### src/rtl/codma_copy_engine.sv
// codma_copy_engine: burst memory-to-memory copy engine (read burst, then write burst).
// Ports: clk_i/reset_n_i (async low); start_i/src_addr_i/dst_addr_i/len_i control;
//   busy_o/done_o/error_o status; bus_read_o/bus_write_o/bus_addr_o/bus_size_o/
//   bus_grant_i request; bus_read_data_i/bus_read_valid_i/bus_write_data_o/
//   bus_write_valid_o/bus_error_i data. Macro CODMA_CE_BURST4_EN: 4-beat bursts.
module codma_copy_engine #(
  parameter int ADDR_W = 32,
  parameter int LEN_W  = 8
) (
  input  logic              clk_i,
  input  logic              reset_n_i,
  input  logic              start_i,
  input  logic [ADDR_W-1:0] src_addr_i,
  input  logic [ADDR_W-1:0] dst_addr_i,
  input  logic [LEN_W-1:0]  len_i,
  output logic              busy_o,
  output logic              done_o,
  output logic              error_o,
  output logic              bus_read_o,
  output logic              bus_write_o,
  output logic [ADDR_W-1:0] bus_addr_o,
  output logic [3:0]        bus_size_o,
  input  logic              bus_grant_i,
  input  logic [63:0]       bus_read_data_i,
  input  logic              bus_read_valid_i,
  output logic [63:0]       bus_write_data_o,
  output logic              bus_write_valid_o,
  input  logic              bus_error_i
);

`ifdef CODMA_CE_BURST4_EN
  localparam int DEPTH = 4;
`else
  localparam int DEPTH = 2;
`endif
  localparam int IDX_W = $clog2(DEPTH);

  typedef enum logic [2:0] {
    IDLE,
    RD_REQ,
    RD_DATA,
    WR_REQ,
    WR_DATA,
    ERR
  } state_t;

  state_t state_q, state_d;

  logic [ADDR_W-1:0] src_q;
  logic [ADDR_W-1:0] dst_q;
  logic [LEN_W-1:0]  rem_q;
  logic [2:0]        beat_q;
  logic [63:0]       buf_q [DEPTH];
  logic              done_q;
  logic              err_q;

  logic              hit4;
  logic              hit2;
  logic [2:0]        beats;
  logic [3:0]        size;
  logic              last_beat;
  logic              misaligned;
  logic              final_burst;
  logic [ADDR_W-1:0] step;

  assign misaligned = (src_addr_i[2:0] != 3'd0) ||
                      (dst_addr_i[2:0] != 3'd0);

  // Burst length follows the remaining count, capped by buffer depth.
  assign hit4 = (DEPTH == 4) && (rem_q >= LEN_W'(4));
  assign hit2 = !hit4 && (rem_q >= LEN_W'(2));

  always_comb begin
    beats = 3'd1;
    size  = 4'd3;
    unique case (1'b1)
      hit4: begin
        beats = 3'd4;
        size  = 4'd9;
      end
      hit2: begin
        beats = 3'd2;
        size  = 4'd8;
      end
      default: ;
    endcase
  end

  assign last_beat   = (beat_q == beats - 3'd1);
  assign final_burst = (rem_q == LEN_W'(beats));
  assign step        = ADDR_W'({beats, 3'b000});

  always_ff @(posedge clk_i or negedge reset_n_i) begin
    if (!reset_n_i) begin
      state_q <= IDLE;
    end else begin
      state_q <= state_d;
    end
  end

  always_comb begin
    state_d = state_q;
    unique case (state_q)
      IDLE: begin
        if (start_i) begin
          if (misaligned) begin
            state_d = ERR;
          end else if (len_i != '0) begin
            state_d = RD_REQ;
          end
        end
      end
      RD_REQ: begin
        if (bus_grant_i) state_d = RD_DATA;
      end
      RD_DATA: begin
        if (bus_error_i) begin
          state_d = ERR;
        end else if (bus_read_valid_i && last_beat) begin
          state_d = WR_REQ;
        end
      end
      WR_REQ: begin
        if (bus_grant_i) state_d = WR_DATA;
      end
      WR_DATA: begin
        if (bus_error_i) begin
          state_d = ERR;
        end else if (last_beat) begin
          state_d = final_burst ? IDLE : RD_REQ;
        end
      end
      ERR:     state_d = IDLE;
      default: state_d = IDLE;
    endcase
  end

  always_ff @(posedge clk_i or negedge reset_n_i) begin
    if (!reset_n_i) begin
      src_q  <= '0;
      dst_q  <= '0;
      rem_q  <= '0;
      beat_q <= '0;
      done_q <= 1'b0;
      err_q  <= 1'b0;
      for (int i = 0; i < DEPTH; i++) buf_q[i] <= '0;
    end else begin
      done_q <= 1'b0;
      unique case (state_q)
        IDLE: begin
          if (start_i) begin
            err_q <= misaligned;
            if (!misaligned) begin
              src_q  <= src_addr_i;
              dst_q  <= dst_addr_i;
              rem_q  <= len_i;
              done_q <= (len_i == '0);
            end
          end
        end
        RD_REQ, WR_REQ: beat_q <= '0;
        RD_DATA: begin
          if (bus_error_i) begin
            err_q <= 1'b1;
            for (int i = 0; i < DEPTH; i++) buf_q[i] <= '0;
          end else if (bus_read_valid_i) begin
            buf_q[beat_q[IDX_W-1:0]] <= bus_read_data_i;
            beat_q <= beat_q + 3'd1;
          end
        end
        WR_DATA: begin
          if (bus_error_i) begin
            err_q <= 1'b1;
            for (int i = 0; i < DEPTH; i++) buf_q[i] <= '0;
          end else begin
            beat_q <= beat_q + 3'd1;
            if (last_beat) begin
              src_q  <= src_q + step;
              dst_q  <= dst_q + step;
              rem_q  <= rem_q - LEN_W'(beats);
              done_q <= final_burst;
            end
          end
        end
        default: ;
      endcase
    end
  end

  always_comb begin
    bus_read_o        = 1'b0;
    bus_write_o       = 1'b0;
    bus_addr_o        = '0;
    bus_size_o        = '0;
    bus_write_valid_o = 1'b0;
    bus_write_data_o  = '0;
    unique case (state_q)
      RD_REQ: begin
        bus_read_o = 1'b1;
        bus_addr_o = src_q;
        bus_size_o = size;
      end
      WR_REQ: begin
        bus_write_o = 1'b1;
        bus_addr_o  = dst_q;
        bus_size_o  = size;
      end
      WR_DATA: begin
        bus_write_valid_o = 1'b1;
        bus_write_data_o  = buf_q[beat_q[IDX_W-1:0]];
      end
      default: ;
    endcase
  end

  assign busy_o  = (state_q == RD_REQ) || (state_q == RD_DATA) ||
                   (state_q == WR_REQ) || (state_q == WR_DATA);
  assign done_o  = done_q;
  assign error_o = err_q;

endmodule

### config.mk
export PLATFORM = sky130hd
export DESIGN_NAME = codma_copy_engine
export DESIGN_NICKNAME = d
export VERILOG_FILES = /design/src/rtl/codma_copy_engine.sv
export SDC_FILE = /design/constraint.sdc
export NUM_CORES = 1
export LEC_CHECK = 0
export ABC_AREA = 0
export CELL_PAD_IN_SITES_DETAIL_PLACEMENT = 1
export CELL_PAD_IN_SITES_GLOBAL_PLACEMENT = 1
export CORE_ASPECT_RATIO = 0.5
export CORE_MARGIN = 2
export CORE_UTILIZATION = 35
export DETAILED_ROUTE_END_ITERATION = 16
export PLACE_DENSITY_LB_ADDON = 0.1
export SLEW_MARGIN = 15
export SYNTH_ARGS = -nofsm -noshare
export SYNTH_HDL_FRONTEND = slang
export SYNTH_SLANG_ARGS = --single-unit
### constraint.sdc
create_clock -name clk_i -period 2.9 [get_ports clk_i]
set_input_delay 0.58 -clock clk_i [delete_from_list [all_inputs] [get_ports clk_i]]
set_output_delay 0.58 -clock clk_i [all_outputs]
set_load 0.005 [all_outputs]
==> impl_metrics.tcl <==
set metrics [dict create \
    dp_slack_ns -0.03765 \
    io-pin-count 248 \
    nNetsFinal 1502 \
    grt_pass1_wl_mm 60.56 \
    area_growth_pct 35.80 \
    power_density_mw_per_mm2 873.5 \
    path_max_fanout 33 \
    htree_num_levels 1 \
    drive_above_1_share 0.09963 \
    fmax_ghz 0.3487 \
    relSlewSlack 0.5750 \
    dr.pass1.iters 5 \
    ant_nets 0 \
    initial_core_util 0.3539 \
    tightest_slew_ns 0.6375 \
    hold_slack_ns 0.06722 \
    drc 0 \
    yosys.cell_types.count 71 \
    hp-class "in -> async" \
    grt_pass1_vias 10680 \
    crit_type "reg -> out" \
    ys_ff_latch 208 \
    yosys_warnings 0 \
    instances_no_fill 1797 \
    grt_usage 0.2259 \
    synthesis.area_mm2 0.01114 \
    wl_mm 37.81 \
    die_h_um 130.2 \
    cts-hold-fix-buffers 0 \
    synth_nets 1281 \
    synth_top_area_share 0.4672 \
    grt_max_degree 95 \
    placedCellCount 1751 \
    min_period_ns 2.868 \
    grt_setup_unrepaired "yes" \
    status "complete, no violations" \
    coreArea_mm2 0.03148 \
    vdd_drop_max_v 0.0003577 \
    setup_slack_ns 0.03212 \
    cts_root_buf "clkbuf_16" \
    io_buffer_count 246 \
    drv_slew 0 \
    syn_inst 1129 \
    start_kind "flip-flop" \
    synthArstFlopShare 1.000 \
    vias 10010 \
    via_per_inst 5.572 \
    r2r_slack_ns 0.18 \
    seq_area_frac_synth 0.4672 \
    cts.sinks 208 \
    clock_skew_ns 0.01716 \
    synth_edf_count 0 \
    required_ns 2.32 \
    fin_util 0.4806 \
    yosysTopAreaCell "dfrtp_1" \
    p_total_mw 13.22 \
    finalHoldViolations 0 \
    post-dp-hpwl_mm 25.40 \
    clk_pin_slew_ns 0.06 \
    fin_crit_sh 0.9889 \
    cts_buffer_depth 3 \
    cp.arrival_ns 2.29 \
    setup_violations 0 \
    die_x_um 256.3 \
    cts_buffers 22 \
    grt_overflow 0 \
    drv_cap 0 \
    gp_congestion 0.8498 \
    synth_area_per_cell_um2 9.869 \
    multi_input_area_mm2 0.005527 \
    synth.top_cells.by_area "dfrtp_1 (47%), a22o_1 (10%), mux2i_1 (8.7%)" \
    seq_area_mm2 0.005211 \
    ys.flop_type "dfrtp_1" \
    antenna_found_initial 1 \
    p_leak_nw 6.766 \
    routedWlPerCell_um 21.04 \
    tritoncts "built" \
    antennaDiodeCount 0 \
    drtIter0Drc 565 \
    rows 46 \
    fillCellCount 3462 \
    die-area_mm2 0.03336 \
    endpoint_kind "primary output" \
    clk_latency_ns 0.54 \
]
## worst paths after layout
check / endpoint / from / cells after the start
min in group clk_i: dst_q[0] / dst_q[0] / 1
max reg2reg: src_q[21] / rem_q[1] / 10
max: bus_write_data_o[44] / state_q[1] / 4
min reg2reg: dst_q[0] / dst_q[0] / 1
min: buf_q[81] / reset_n_i / 1
max in group asynchronous: rem_q[1] / reset_n_i / 2
## cells by family (layout without fill, tap and decap cells)
group,Yosys count,count (layout),share of synthesized area
xor gates and xnor gates,1,1,0.0007862
other,1,1,0.0003366
DFF,208,208,0.4672
buffers and inverters,111,347,0.04559
AOI/OAI and AO/OA,365,365,0.2364
adders and majority gates,10,10,0.01325
and+or+nand+nor,335,335,0.1483
muxes,98,98,0.08815
## metrics by stage
step	instance area, um^2	setup TNS, ns
finish	15130	0
global route	15130	-0.3405
CTS	14960	-0.009703
detailed placement	14170	-0.03765
global placement	14170	0
floorplan	11140	0
## placed cells by master (no fill, tap or decap), types with 7 or more instances in the layout
cell,n
ha_1,7
dfrtp_1,205
o21ai_0,36
a211oi_1,7
a31oi_1,8
a22o_1,128
nor2_2,15
o22a_1,9
clkdlybuf4s50_1,213
a21oi_1,83
o211ai_1,12
buf_12,14
o22ai_1,25
a22oi_1,7
inv_1,11
nor2_1,128
dlymetal6s2s_1,31
nand2_1,68
clkbuf_1,8
nand4_1,17
clkbuf_16,22
and2_1,13
and3_1,15
buf_4,32
mux2i_1,97
nand3_1,24
## layer usage
| layer | vias to the layer above | track usage | share of wire |
|---|---|---|---|
| li1 | 4633 | - | - |
| met1 | 5142 | 0.2922 | 0.44 |
| met2 | 183 | 0.3979 | 0.50 |
| met3 | 54 | 0.03788 | 0.038 |
| met4 | 0 | 0.05710 | 0.023 |
| met5 | - | 0 | 0 |
## Yosys cell counts (all sizes together) (2+ instances only)
library cell / number
fa: 3
nand2b: 5
or3b: 2
o31a: 3
a31oi: 8
inv: 13
ha: 7
a22o: 128
a22oi: 7
a31o: 5
buf: 61
nor4: 10
and4: 7
clkbuf: 36
and3: 16
o21ai: 36
dfrtp: 208
o21a: 6
nor3: 9
nor3b: 3
nor2: 145
mux2i: 97
nand4b: 2
o2bb2ai: 2
a2bb2oi: 6
a32oi: 5
a21o: 6
a41o: 2
a211oi: 7
o211ai: 12
o22ai: 25
o32ai: 2
or3: 2
nand3: 26
nand4: 17
o41ai: 2
or2: 4
nand2: 68
o22a: 9
a21oi: 83
and2: 13
## repair_timing
item,in CTS,in global routing
endpoints found under the hold margin,0,0
pin swaps,0,2
gates resized for setup,20,49
endpoints found under the setup margin,67,62
gates cloned,0,0
buffers inserted,1,6
## critical path, stage by stage (launching register included)
cell             delay, ns
dfrtp_2               0.42
or3b_4                0.45
buf_12                0.20
nor2_2                0.14
clkdlybuf4s50_1       0.51
## final cells by class
type,instances,area share
clock inverter,5,0.005210
tap,432,0.03572
inverter,14,0.003473
multi-input combinational,810,0.3653
sequential,208,0.3444
timing repair buffer,294,0.2039
clock buffer,34,0.04201
## state kept, by name, summed over array words and instances (netlist names)
register / count
done_o: 1
state_q: 3
src_q: 32
beat_q: 3
dst_q: 32
error_o: 1
buf_q: 128
rem_q: 8
## report_power, final
| part | switching [mW] | total, mW | internal, mW | leakage, nW |
|---|---|---|---|---|
| clock | 1.25 | 2.86 | 1.61 | 0.347 |
| combinational | 2.78 | 5.38 | 2.60 | 3.67 |
| sequential | 1.01 | 4.98 | 3.96 | 2.75 |
(Power assumes the default switching activity.)
